<file path="src/rtl/multi_clock_divider_pkg.sv">
// Shared constants for the multi-channel clock divider.
// Optional feature macro: MULTI_CLOCK_DIVIDER_CASCADE_EN (see multi_clock_divider.sv).
package multi_clock_divider_pkg;

    localparam int unsigned DEFAULT_NUM_CH = 3;
    localparam int unsigned DEFAULT_WIDTH  = 28;
    localparam int unsigned MAX_NUM_CH     = 16;

    // Board clock and common half-period presets (in board clock cycles)
    localparam int unsigned CLK_HZ   = 50_000_000;
    localparam int unsigned HP_10HZ  = 2_500_000;
    localparam int unsigned HP_1HZ   = 25_000_000;
    localparam int unsigned HP_0P1HZ = 250_000_000;

    // Half-period needed for a given output frequency from the board clock.
    // Returns 0 (channel idle) for a zero request.
    function automatic int unsigned hp_for_hz(input int unsigned hz);
        if (hz == 0) begin
            return 0;
        end
        return CLK_HZ / (2 * hz);
    endfunction

endpackage

</file>
<file path="src/rtl/multi_clock_divider_channel.sv">
// One divider channel: half-period counter, output toggle, tick and the
// pending half-period register that is applied at the next terminal count.
module clock_divider_channel
    import multi_clock_divider_pkg::*;
#(
    parameter int unsigned WIDTH = DEFAULT_WIDTH
) (
    input  logic             clk,
    input  logic             reset_n,
    input  logic             adv_req,
    input  logic [WIDTH-1:0] half_period,
    input  logic             load,
    input  logic             sync_restart,
    output logic             clk_out,
    output logic             tick,
    output logic             pending
);

    logic [WIDTH-1:0] cnt;
    logic [WIDTH-1:0] active_hp;
    logic [WIDTH-1:0] pend_hp;
    logic             pend_v;
    logic             out_q;
    logic             tick_q;

    logic             running;
    logic             adv;
    logic             terminal;
    logic             take_pending;

    // Advance / terminal-count decode; an idle channel takes a pending value at once
    always_comb begin
        running      = (active_hp != '0);
        adv          = adv_req && running;
        terminal     = adv && (cnt == (active_hp - WIDTH'(1)));
        take_pending = pend_v && (terminal || !running);
    end

    // Counter, output toggle and tick; restart forces phase zero
    always_ff @(posedge clk or negedge reset_n) begin
        if (!reset_n) begin
            cnt    <= '0;
            out_q  <= 1'b0;
            tick_q <= 1'b0;
        end else if (sync_restart) begin
            cnt    <= '0;
            out_q  <= 1'b0;
            tick_q <= 1'b0;
        end else if (terminal) begin
            cnt    <= '0;
            out_q  <= ~out_q;
            tick_q <= 1'b1;
        end else if (adv) begin
            cnt    <= cnt + WIDTH'(1);
            tick_q <= 1'b0;
        end else begin
            tick_q <= 1'b0;
        end
    end

    // Active and pending half-period registers
    always_ff @(posedge clk or negedge reset_n) begin
        if (!reset_n) begin
            active_hp <= '0;
            pend_hp   <= '0;
            pend_v    <= 1'b0;
        end else if (sync_restart) begin
            // A load presented together with restart bypasses the pending stage
            if (load) begin
                active_hp <= half_period;
                pend_hp   <= half_period;
            end else if (pend_v) begin
                active_hp <= pend_hp;
            end
            pend_v <= 1'b0;
        end else begin
            // Transfer uses the value held before this cycle's load, so a load
            // coinciding with a terminal count stays pending for the next one
            if (take_pending) begin
                active_hp <= pend_hp;
            end
            if (load) begin
                pend_hp <= half_period;
                pend_v  <= 1'b1;
            end else if (take_pending) begin
                pend_v <= 1'b0;
            end
        end
    end

    assign clk_out = out_q;
    assign tick    = tick_q;
    assign pending = pend_v;

endmodule

</file>
<file path="src/rtl/multi_clock_divider.sv">
// Run-time programmable multi-channel clock divider.
// Optional feature macro: MULTI_CLOCK_DIVIDER_CASCADE_EN -- when defined,
// channel i>0 advances only on ticks of channel i-1 (cascaded chain).
module multi_clock_divider
    import multi_clock_divider_pkg::*;
#(
    parameter int unsigned NUM_CH = DEFAULT_NUM_CH,
    parameter int unsigned WIDTH  = DEFAULT_WIDTH
) (
    input  logic                    clk,
    input  logic                    reset_n,
    input  logic [NUM_CH-1:0]       en,
    input  logic [NUM_CH*WIDTH-1:0] half_period,
    input  logic                    load,
    input  logic                    sync_restart,
    output logic [NUM_CH-1:0]       clk_out,
    output logic [NUM_CH-1:0]       tick,
    output logic [NUM_CH-1:0]       pending
);

    logic [NUM_CH-1:0] adv_req;

`ifdef MULTI_CLOCK_DIVIDER_CASCADE_EN
    // Cascaded chain: each later stage counts the registered ticks of the stage before it
    always_comb begin
        adv_req    = '0;
        adv_req[0] = en[0];
        for (int unsigned i = 1; i < NUM_CH; i++) begin
            adv_req[i] = en[i] && tick[i-1];
        end
    end
`else
    // Independent channels: each advances on its own enable every clock
    always_comb begin
        adv_req = en;
    end
`endif

    for (genvar i = 0; i < NUM_CH; i++) begin : g_ch
        clock_divider_channel #(
            .WIDTH(WIDTH)
        ) u_ch (
            .clk          (clk),
            .reset_n      (reset_n),
            .adv_req      (adv_req[i]),
            .half_period  (half_period[i*WIDTH +: WIDTH]),
            .load         (load),
            .sync_restart (sync_restart),
            .clk_out      (clk_out[i]),
            .tick         (tick[i]),
            .pending      (pending[i])
        );
    end

endmodule
</file>
<file path="config.mk">
export PLATFORM = sky130hd
export DESIGN_NAME = multi_clock_divider
export DESIGN_NICKNAME = d
export VERILOG_FILES = /design/src/rtl/multi_clock_divider_pkg.sv /design/src/rtl/multi_clock_divider_channel.sv /design/src/rtl/multi_clock_divider.sv
export SDC_FILE = /design/constraint.sdc
export NUM_CORES = 1
export LEC_CHECK = 0
export ABC_AREA = 1
export CORE_UTILIZATION = 43
export DETAILED_ROUTE_END_ITERATION = 7
export PLACE_DENSITY = 0.66
export SYNTH_ARGS = -nofsm -noshare
export SYNTH_HDL_FRONTEND = slang
export SYNTH_SLANG_ARGS = --single-unit
</file>
<file path="constraint.sdc">
create_clock -name clk -period 3.57 [get_ports clk]
set_input_delay 0.5355 -clock clk [delete_from_list [all_inputs] [get_ports clk]]
set_output_delay 0.5355 -clock clk [all_outputs]
set_load 0.01 [all_outputs]
</file>
---- After elaboration in Yosys (flattened, before gate mapping) ----
Index checks and enable logic that the tools add are counted.
storage, ports and cells
  register bits after elaboration ......... 261
  input bits .............................. 91
  output and inout bits ................... 9
  word-level logic and storage cells ...... 108
operators by class
  $add $sub $neg .......................... 6
  eq/ne operators ......................... 6
  muxes and demuxes ....................... 42
  bitwise logic cells ..................... 3
  reductions and logical operators ........ 33
operators with widths
  cell                     count
  $mux W28                 21
  $add A28 B1 Y28 const B  3
  $eq A28 B28 Y1           3
  $reduce_bool A28 Y1      3
  $sub A28 B1 Y28 const B  3
  $mux W1                  21
  $reduce_bool A3 Y1       6
  $reduce_bool A2 Y1       6
  $logic_and A1 B1 Y1      9
  $ne A3 B2 Y1 const B     3
  $reduce_and A2 Y1        3
  $logic_not A1 Y1         3
  $logic_or A1 B1 Y1       3
  $not A1 Y1               3

---- Logic depth before layout (Yosys ltp) ----
  depth in word-level cells ............... 8
  mapped depth ............................ 19
  mapped depth without buffers ............ 18

---- Modules after synthesis ----
Synthesis repeated with hierarchy kept, for this count alone.
unflattened totals
  cell total of the unflattened synthesis .. 2,429
  area total of the unflattened synthesis .. 16,828.6 µm²
modules (own cells, without submodules)
  module                                    times used  cells an instance  area an instance (µm²)
  clock_divider_channel (g_ch[0].u_ch ...)  2           817                5,602.9
  clock_divider_channel (g_ch[2].u_ch)      1           795                5,622.9

---- Worst setup path after synthesis ----
OpenSTA, ideal clock, no wires.
  path kind ............................... register to register
  start ................................... reg g_ch[1].u_ch.active_hp[0]
  end ..................................... reg g_ch[1].u_ch.active_hp[7]
  setup time .............................. 0.117 ns
  arrival time ............................ 2.186 ns
  required time ........................... 3.453 ns
  setup slack ............................. 1.267 ns
  cell stages (with the launch flop) ...... 18
  cells stage by stage .................... dfrtp_1 inv_1 ha_1 buf_2 nand2_4 nor2_1 nand2_1 o21ai_0 nand2_1 nand2_1 nand3_1 nor2_1 nand4_1 nand3_2 nand2_4 buf_2 nand2_1 nand2_1
between the ends
  word-level cells in the longest chain between the ends .. 7
  elaborated cells between the ends (all ways) .. 10
  classes of those cells .................. add/sub: 1; eq/ne: 1; reduce/logical: 8
RTL lines
  item                                                           RTL line                                                              RTL
  start, declared                                                multi_clock_divider_channel.sv:20                                     logic [WIDTH-1:0] active_hp;
  start signal, assigned                                         multi_clock_divider_channel.sv:70                                     active_hp <= half_period;
  start signal, assigned                                         multi_clock_divider_channel.sv:73                                     active_hp <= pend_hp;
  start signal, assigned                                         multi_clock_divider_channel.sv:80                                     active_hp <= pend_hp;
  $sub A28 B1 Y28 / $reduce_bool A28 Y1 (equally long branches)  multi_clock_divider_channel.sv:35, multi_clock_divider_channel.sv:33
  $eq A28 B28 Y1 / $logic_and A1 B1 Y1 (equally long branches)   multi_clock_divider_channel.sv:35, multi_clock_divider_channel.sv:34
  $logic_and A1 B1 Y1                                            multi_clock_divider_channel.sv:35                                     terminal = adv && (cnt == (active_hp - WIDTH'(1)));
  $logic_or A1 B1 Y1 *                                           multi_clock_divider_channel.sv:36                                     take_pending = pend_v && (terminal || !running);
  $logic_and A1 B1 Y1 *                                          multi_clock_divider_channel.sv:36
  $reduce_bool A2 Y1 (no source line) *                          --
  $reduce_and A2 Y1 (no source line) *                           --
Mark *: on every way between the ends. The rest lies on a longest branch, timed or not.
A chain may end at the register's enable or synchronous reset.

---- Final worst setup path ----
  start ................................... reg g_ch[1].u_ch.active_hp[0]
  end ..................................... reg g_ch[1].u_ch.active_hp[27]
Same word-level chain as after synthesis.

==> results.md <==
- # diodes: 0
- Vias in the first global route: 14,100
- CTS tree: yes
- Seq/Total Area, Yosys: 0.395
- Yosys reg bits: ~260
- Number of flops mapped to enable cells by yosys: 0
- Worst Hold Endpoint: g_ch[1].u_ch.pend_hp[23]
- Io pins: 100
- Yosys top cell area share: 0.395
- Die area: 39,200 sq um
- Kind of critical path: reg -> reg
- Die Y: 198 microns
- Reg power frac: 0.413
- RR Startpoint: g_ch[1].u_ch.active_hp[0]
- DRT Pass-1 Iters: 5
- Sw Pwr: 2.82 mW
- Final GP Congestion: 0.960
- Setup Skew: 0.0167 ns
- Overflow after GRT: 0
- Net Sw Frac: 0.327
- Crit. End Element: flip-flop
- Cell Count, Final, Fillers Out: 2,958
- Proportion of layout cells with a drive suffix above 1: 0.0523
- Post-CTS Resized: 0
- Pleak: 9.27 nW
- Number of remaining DRC errors: 0
- Post-synthesis instance total: 2,360
- Clock transition at path regs: 0.06 ns
- IR drop worst, VDD: 0.347 mV
- Die width: between 150 and 200 microns
- Worst EP required: 4.08 ns
- Main synth FF type: dfrtp_1
- Asr flop ratio synth: 1.00
- Largest net degree at the start of global routing: 93
- Final Hold Vio Count: 0
- Post-DRT Antenna Nets: 0
- Dominant cells by area after synthesis: dfrtp_1 40%, nand2_1 15%, inv_1 7.1%, o21ai_0 6.0%, nand3_1 5.7%
- Post-placement cell count: 2,901
- Starting Density: 0.437
- Status: complete, no violations
- Detailed placement HPWL: 32.6 mm
- Post-synth top cells: 676 x nand2_1, 312 x inv_1, 261 x dfrtp_1, 234 x nor2_1, 197 x o21ai_0
- Critical path peak fanout: 28
- Buffers on Ports: 99
- Power per cell area: 456 nW/um^2
- Fin nets: between 2,000 and 3,000
- RSZ-0062 raised after global routing: no
- Tcrit/Tclk final: 0.906
- Slew headroom: 0.465
- Bufs on Longest Clock Path: 3
- Fillers: 3,771
- Via count: 14,900
- Syn nets: 2,460
- Hold wc startpoint: load
- First-pass GRT wire length: roughly 72 mm
- Post-synthesis instance area: 16,500 sq um
- Syn_area_per_cell: around 7 sq um
- Synth cell types: 46
- Worst hold path type: in -> reg
- CP Data Arrival Time: 3.74 ns
- Hold path depth: 3
- Wirelength, routed: 43.8 mm
- Antenna violations before repair: 0
- Clk_lat worst skew: ~0.58 ns
- P&R area growth vs syn: 14.7%
- Row count: slightly above 70
- Drt first-iter violations: 850
- Vias/cell: slightly above 5
- CP Launch Type: flip-flop
- Total Neg Setup Slack: 0 ns
- Fin crit period: 3.23 ns
- Clk network pwr share: 0.364
- FF-to-FF path depth: 14
- Actual slew at the worst max-slew pin: 0.803 ns
- Num CTS Buffers: 30
- R2R Setup Slk: 0.34 ns
- Global-route usage over all layers: 0.228
- H-tree Lvls: 1
- Comb power frac: 0.223
- # setup viols final: 0
- Worst R2R End: g_ch[1].u_ch.active_hp[27]
- Placeable Area: 37,800 sq um
- Most frequent cell after synthesis: nand2_1
- Leading area contributor after synthesis: dfrtp_1
- Slew Limit Fails: 0
- Max-cap violations: 0
- Power Internal: 5.82 mW
- Wire per inst: 14.8 microns
- Synth Warn #: 0
- Clock root buffer: clkbuf_16
- CTS Sinks: roughly 260
- Achievable Freq: 0.309 GHz
-- worst max-delay path by stage --
stage	startpoint	endpoint	slack (ns)	depth (start not counted)
detailed placement	g_ch[1].u_ch.active_hp[0]	g_ch[1].u_ch.active_hp[27]	0.39	17
global placement	g_ch[1].u_ch.active_hp[0]	g_ch[1].u_ch.active_hp[0]	0.45	15
CTS	g_ch[1].u_ch.active_hp[0]	g_ch[1].u_ch.active_hp[27]	0.37	14
finish	g_ch[1].u_ch.active_hp[0]	g_ch[1].u_ch.active_hp[27]	0.34	14
global route	g_ch[1].u_ch.active_hp[0]	g_ch[1].u_ch.active_hp[10]	0.1	17
floorplan	g_ch[1].u_ch.active_hp[0]	g_ch[1].u_ch.active_hp[7]	1.27	17
-- area by class of cell --
class / count / area, sq um / share of cell area
clock inverters: 11 / 86.3 / 0.00456
well taps: 511 / 639 / 0.0338
clock buffers: 45 / 928 / 0.0490
repair buffers: 127 / 1260 / 0.0663
flip-flops and latches: 261 / 6530 / 0.345
multi-input cells: 1689 / 8320 / 0.439
inverters: 314 / 1180 / 0.0622
-- cells in the final DEF (no fill, tap or decap), types with 9 or more instances in the layout --
cell,n
a21oi_1,18
buf_4,24
clkbuf_16,31
clkbuf_8,10
clkdlybuf4s50_1,97
dfrtp_1,261
ha_1,9
inv_1,312
nand2_1,675
nand3_1,189
nand4_1,44
nor2_1,234
nor2_4,11
nor3_1,72
nor3b_1,14
nor4_1,12
o21ai_0,197
xnor2_1,47
xor2_1,107
-- what timing repair did --
action	4_1_cts	5_1_grt
hold endpoints to repair	69	0
setup buffers	0	0
hold buffers	1	0
-- cells by family after synthesis --
group                    count (synthesis)  synth area share
AND/OR/NAND/NOR                       1298             0.342
buffers and inverters                  410             0.101
AO/OA/AOI/OAI                          226            0.0702
flip-flops                             261             0.395
XOR/XNOR                               156            0.0840
adder cells (fa/ha/maj)                  9           0.00682
-- worst max-delay path: stages (launching register included) --
cell     delay, ns
dfrtp_1       0.39
inv_1         0.16
ha_1          0.40
nand2_4       0.13
nor2_1        0.16
nand2_1       0.13
o21ai_0       0.29
nand3_1       0.16
nand3_1       0.12
nor2_1        0.05
nand4_1       0.11
nand3_2       0.42
nand2_4       0.46
nand2_1       0.10
nand2_1       0.07
-- metrics by stage --
step                hold WS (ns)  setup WS, ns  cell area (sq um)  power (mW)   util
floorplan                  0.240          1.27              16500        4.91      -
global placement           0.465         0.453              17900        5.50  0.475
detailed placement         0.487         0.389              17900        5.54  0.475
CTS                        0.394         0.367              18900        8.74  0.502
global route               0.436        0.0966              18900        9.14  0.502
finish                     0.414         0.337              18900        8.64  0.502
-- power groups by stage --
stage          sequential, mW  combinational (mW)  clock [mW]
6_report                 3.57                1.93        3.14
5_1_grt                  3.60                2.22        3.32
4_1_cts                  3.57                1.94        3.24
3_5_place_dp             3.61                1.92           0
3_3_place_gp             3.61                1.89           0
2_1_floorplan            3.50                1.41           0
-- routing by layer --
| layer | vias to the layer above | GRT usage | part of all wire |
|---|---|---|---|
| met5 | - | 0 | 0 |
| met2 | 347 | 0.379 | 0.46 |
| met1 | 6932 | 0.313 | 0.47 |
| met4 | 0 | 0.0586 | 0.025 |
| met3 | 76 | 0.0291 | 0.045 |
| li1 | 7528 | - | - |
-- flip-flops by register name, indices dropped and copies added (netlist names) --
signal and count:
g_ch.u_ch.active_hp 84, g_ch.u_ch.clk_out 3, g_ch.u_ch.cnt 84, g_ch.u_ch.pend_hp 84, g_ch.u_ch.pending 3, g_ch.u_ch.tick 3
Note: power is estimated with default switching activity, not from simulation.
